--- src/rtl/pipe_reg_elastic.sv ---
// pipe_reg_elastic: DEPTH-stage stallable pipeline register with one valid bit
// per stage. Bubbles collapse, downstream back-pressure propagates
// combinationally to in_ready, and flush synchronously kills every stage.
module pipe_reg_elastic #(
   parameter int unsigned       WIDTH      = 64,
   parameter int unsigned       DEPTH      = 2,
   parameter logic [WIDTH-1:0]  RESET_DATA = '0
) (
   input  logic                         clk,
   input  logic                         rst_n,
   input  logic                         flush,
   input  logic                         in_valid,
   output logic                         in_ready,
   input  logic [WIDTH-1:0]             in_data,
   output logic                         out_valid,
   input  logic                         out_ready,
   output logic [WIDTH-1:0]             out_data,
   output logic [$clog2(DEPTH+1)-1:0]   occupancy
);

   localparam int unsigned OCC_W = $clog2(DEPTH + 1);

   logic [DEPTH-1:0] v_q, v_d;
   logic [WIDTH-1:0] d_q [DEPTH];
   logic [WIDTH-1:0] d_d [DEPTH];
   logic [DEPTH-1:0] adv;
   logic             acc_in;
   logic [OCC_W-1:0] occ_cnt;

   // Advance chain from the output stage back to stage 0. A scalar
   // accumulator carries the chain so no vector bit depends on another.
   always_comb begin : adv_chain
      logic chain;
      chain = out_ready;
      adv   = '0;
      for (int unsigned i = 0; i < DEPTH; i++) begin
         chain                = ~v_q[DEPTH-1-i] | chain;
         adv[DEPTH-1-i]       = chain;
      end
   end

   assign in_ready = adv[0] & ~flush;
   assign acc_in   = in_valid & in_ready;

   // Next-state: valid bits follow the advance chain; data loads only
   // when a valid item arrives so bubbles never toggle the data regs.
   always_comb begin
      v_d = v_q;
      d_d = d_q;
      if (flush) begin
         v_d = '0;
      end else begin
         if (adv[0]) begin
            v_d[0] = acc_in;
            if (acc_in) d_d[0] = in_data;
         end
         for (int unsigned k = 1; k < DEPTH; k++) begin
            if (adv[k]) begin
               v_d[k] = v_q[k-1];
               if (v_q[k-1]) d_d[k] = d_q[k-1];
            end
         end
      end
   end

   // Stage registers with asynchronous reset.
   always_ff @(posedge clk or negedge rst_n) begin
      if (!rst_n) begin
         v_q <= '0;
         for (int unsigned k = 0; k < DEPTH; k++) d_q[k] <= RESET_DATA;
      end else begin
         v_q <= v_d;
         for (int unsigned k = 0; k < DEPTH; k++) d_q[k] <= d_d[k];
      end
   end

   // Occupancy is a popcount of the registered valid bits only.
   always_comb begin
      occ_cnt = '0;
      for (int unsigned k = 0; k < DEPTH; k++) occ_cnt = occ_cnt + OCC_W'(v_q[k]);
   end

   assign occupancy = occ_cnt;
   assign out_valid = v_q[DEPTH-1];
   assign out_data  = d_q[DEPTH-1];

endmodule
--- config.mk ---
export PLATFORM = sky130hd
export DESIGN_NAME = pipe_reg_elastic
export DESIGN_NICKNAME = d
export VERILOG_FILES = /design/src/rtl/pipe_reg_elastic.sv
export SDC_FILE = /design/constraint.sdc
export NUM_CORES = 1
export LEC_CHECK = 0
export CAP_MARGIN = 20
export CELL_PAD_IN_SITES_DETAIL_PLACEMENT = 0
export CELL_PAD_IN_SITES_GLOBAL_PLACEMENT = 1
export CORE_AREA = 5 5 118 120
export CTS_BUF_LIST = sky130_fd_sc_hd__clkbuf_8
export CTS_CLUSTER_SIZE = 25
export DETAILED_ROUTE_END_ITERATION = 10
export DIE_AREA = 0 0 123 125
export PLACE_DENSITY = 0.88
export SLEW_MARGIN = 20
export SYNTH_ARGS = -nofsm -noshare
export SYNTH_HDL_FRONTEND = slang
export SYNTH_SLANG_ARGS = --single-unit
--- constraint.sdc ---
create_clock -name clk -period 4.3 [get_ports clk]
set_input_delay 1.29 -clock clk [delete_from_list [all_inputs] [get_ports clk]]
set_output_delay 1.29 -clock clk [all_outputs]
set_load 0.01 [all_outputs]
== Yosys cells after proc, flatten, opt, wreduce, memory -nomap -nowiden ==
Cells that the tools add are included.

* Bits of input ports: 69
* Bits in registers: 130
* Output and inout bits: 68

* Add/sub/neg operators: 1
* Muxes and demuxes: 3
* Bitwise logic cells: 7
* Reduce and logical (&&, ||, !) cells: 4

{| class="wikitable"
|+ Operators with widths
! kind !! count
|-
| AND reduction 3 bit || 2
|-
| nonzero test 2 bit || 2
|-
| NOT 1 bit || 3
|-
| adder 1 x 1 -> 2 bit || 1
|-
| bitwise AND 1 bit || 2
|-
| 2-to-1 mux 1 bit || 2
|-
| 2-to-1 mux 2 bit || 1
|-
| bitwise OR 1 bit || 2
|}

== Logic depth before layout (Yosys ltp) ==
* Word-level depth: 7
* Gate-level depth with buffers: 5

== Worst setup path before layout ==
Ideal clock, no wire load.

* Path type: in2out
* From: input out_ready
* To: output in_ready
* Data arrival time: 1.644 ns
* Buffers on the path: 0
* Data required time: 3.010 ns
* Slack: 1.366 ns
* Stages on the path: 2
* Cell sequence: and3b_1 > nor2_1

* Word-level cells in the longest chain between the ends: 3

{| class="wikitable"
|+ RTL lines
! element !! line !! RTL
|-
| start: declaration || 16 || <nowiki>input logic out_ready,</nowiki>
|-
| bitwise OR 1 bit (2 in a row) || 37 || <nowiki>chain = ~v_q[DEPTH-1-i] | chain;</nowiki>
|-
| bitwise AND 1 bit || 42 || <nowiki>assign in_ready = adv[0] & ~flush;</nowiki>
|-
| end: declaration || 13 || <nowiki>output logic in_ready,</nowiki>
|}

Every way passes these cells.

== Worst setup path in the final report ==
Ends and elaborated chain as after synthesis.

==> impl_metrics.env <==
export IMPL_tightest_slew_ns=0.844
export IMPL_dpl_cell_count=586
export IMPL_grt_pass1_vias=3267
export IMPL_fin_cells=618
export IMPL_antenna_cells=0
export IMPL_multi_input_area_mm2=0.00174
export IMPL_cts_tree="yes"
export IMPL_synth_edf_count=0
export IMPL_cp_top_family="buffers and inverters"
export IMPL_yosysWarnings=0
export IMPL_clk_latency_ns=0.43
export IMPL_netlist_area_mm2=0.00564
export IMPL_place_hpwl_mm=7.01
export IMPL_yosys_top_cells_area="dfrtp_1, mux2_4, mux2_2"
export IMPL_clock_sinks=130
export IMPL_crit_buf_inv=2
export IMPL_clock_fmax_mhz=252
export IMPL_num_rows=42
export IMPL_path_cells="clkdlybuf4s50_1 -> and3b_1 -> nor2_1 -> clkdlybuf4s50_1"
export IMPL_synth_async_reset_ratio_pct=100
export IMPL_path_max_fanout=3
export IMPL_hold_class="reg -> reg"
export IMPL_start_util_pct=43.8
export IMPL_period_share_pct=92.3
export IMPL_syn_nets=416
export IMPL_critPathSlowestCell="clkdlybuf4s50_1"
export IMPL_grt_overflow_total=0
export IMPL_period_needed_ns=3.97
export IMPL_critPathArrivalTime_ns=2.68
export IMPL_via_count=2849
export IMPL_grt_max_degree=68
export IMPL_hold_path_startpoint="out_data[15]"
export IMPL_post_cts_resized=0
export IMPL_postCtsSetupRepairBufs=0
export IMPL_fin_tns_setup_ns=0
export IMPL_crit_path_start="out_ready"
export IMPL_placement_io_buffers=136
export IMPL_nets=499
export IMPL_slew_headroom_pct=43.7
export IMPL_yosysTopAreaCell="dfrtp_1"
export IMPL_grt_pass1_wl_mm=16.8
export IMPL_drtIter0Drc=88
export IMPL_die_width_um=123
export IMPL_powerDensity_mw_per_mm2=535
export IMPL_worst_setup_path_start_kind="input pin"
export IMPL_synthFlopType="dfrtp_1"
export IMPL_total_power_mw=3.79
export IMPL_leakagePower_nw=3.12
export IMPL_outcome="complete, no violations"
export IMPL_drv_slew=0
export IMPL_worstSetupPathType="in -> out"
export IMPL_post_route_cell_area_mm2=0.00708
export IMPL_area_sequential_mm2=0.00325
export IMPL_rsz0062_at_grt="false"
export IMPL_cpMostUsedCell="clkdlybuf4s50_1"
export IMPL_fp_coreArea_mm2=0.0129
export IMPL_drc=0
export IMPL_syn_to_final_growth_pct=25.5
export IMPL_cts_hold_buffers=0
export IMPL_die_h_um=125
export IMPL_numCtsBuffers=17
export IMPL_fin_util_pct=55.0
export IMPL_r2r_start="v_q[0]"
export IMPL_finalWeightedCongestion=0.667
export IMPL_wl_per_cell_um=16.7
export IMPL_h_tree_depth=4
export IMPL_drt_total_wl_mm=10.3
export IMPL_viasPerCell=4.61
export IMPL_cts_buffer_depth=2
export IMPL_antenna_found_initial=0
export IMPL_maxCapViolCount=0
export IMPL_required_ns=3.01
export IMPL_syn_avg_cell_area_um2=16.3
export IMPL_dr_pass1_iters=4
export IMPL_ir_drop_mv=0.266
export IMPL_grt_use_total_pct=14.3
export IMPL_cts_root_buf="clkbuf_8"
export IMPL_die_area_mm2=0.0154
export IMPL_ys_ff_latch=130
export IMPL_ant_nets=0
export IMPL_setup_viol=0
export IMPL_layout_drive_gt1_share_pct=37.1
export IMPL_ios=137
export IMPL_yosysSeqAreaShare_pct=57.6
export IMPL_crit_path_end_kind="primary output"
export IMPL_yosysMostFrequentCell="dfrtp_1"
export IMPL_syn_inst=346
export IMPL_ys_types=15
export IMPL_synth_common_cells="dfrtp_1, buf_4, mux2_2"
export IMPL_fill_cells=1061
export IMPL_dpl_cell_area_mm2=0.00662
export IMPL_critPathMaxStageDelay_ns=0.56
export IMPL_cts_clk_slew_worst_paths_ns=0.07
export IMPL_hold_violations=0
export IMPL_skew_ns=0.00958
export IMPL_yosysTopAreaCellShare_pct=57.6
per-layer routing:
metal | vias up | routed length, um | GRT usage (%)
met1 | 1456 | 4190 | 16.6
met2 | 89 | 5130 | 23.2
met3 | 19 | 717 | 5.47
li1 | 1285 | - | -
met4 | 0 | 255 | 6.58
met5 | - | 0 | 0
logic make-up (layout without fill, tap and decap cells):
| group | after synthesis | in the layout | share of synthesized area (%) |
|---|---|---|---|
| adder cells (fa/ha/maj) | 1 | 1 | 0.222 |
| AND/OR/NAND/NOR | 7 | 7 | 0.820 |
| multiplexers | 128 | 128 | 29.5 |
| flip-flops | 130 | 130 | 57.6 |
| buffers and inverters | 79 | 175 | 11.7 |
| AO/OA/AOI/OAI | 1 | 1 | 0.0886 |
flip-flops by register name, summed over array words and instances, names as in the netlist:
register  cells
out_data     64
v_q           2
d_q          64
where the power goes:
group | internal (mW) | leakage [nW] | switching, mW
combinational | 0.636 | 1.33 | 0.313
sequential | 1.50 | 1.54 | 0.146
clock | 0.730 | 0.240 | 0.459
total | 2.87 | 3.12 | 0.918
final cells by class:
cell class / instances / area share (%)
flip-flops and latches: 130 / 45.9
multi-input cells: 137 / 24.5
repair buffers: 142 / 19.8
clock buffers: 20 / 3.89
well taps: 176 / 3.11
clock inverters: 12 / 2.67
inverters: 1 / 0.0530
metrics by stage:
stage	setup slack, ns	hold slack, ns
floorplan	1.37	0.477
global placement	0.378	0.486
detailed placement	0.326	0.491
CTS	0.321	0.508
global route	0.298	0.521
finish	0.329	0.505
placed cells by master, fill, tap and decap left out:
master	instances
nor3b_4	1
mux2_4	60
clkinvlp_4	2
buf_4	7
nor2_1	3
mux2_2	68
ha_1	1
nand3b_1	1
nand2b_1	1
bufinv_16	5
and3b_1	1
dfrtp_1	130
a21oi_1	1
clkbuf_8	20
inv_1	5
clkdlybuf4s50_1	135
clkinv_4	1
final timing paths:
kind | cells after the start | endpoint | slack, ns
max in group asynchronous | 2 | out_data[42] | 2.68
min reg2reg | 1 | out_data[15] | 0.50
min | 1 | out_data[15] | 0.50
max reg2reg | 4 | d_q[106] | 2.36
max | 4 | in_ready | 0.33
min in group asynchronous | 2 | out_data[4] | 1.03
(Power assumes the default switching activity.)
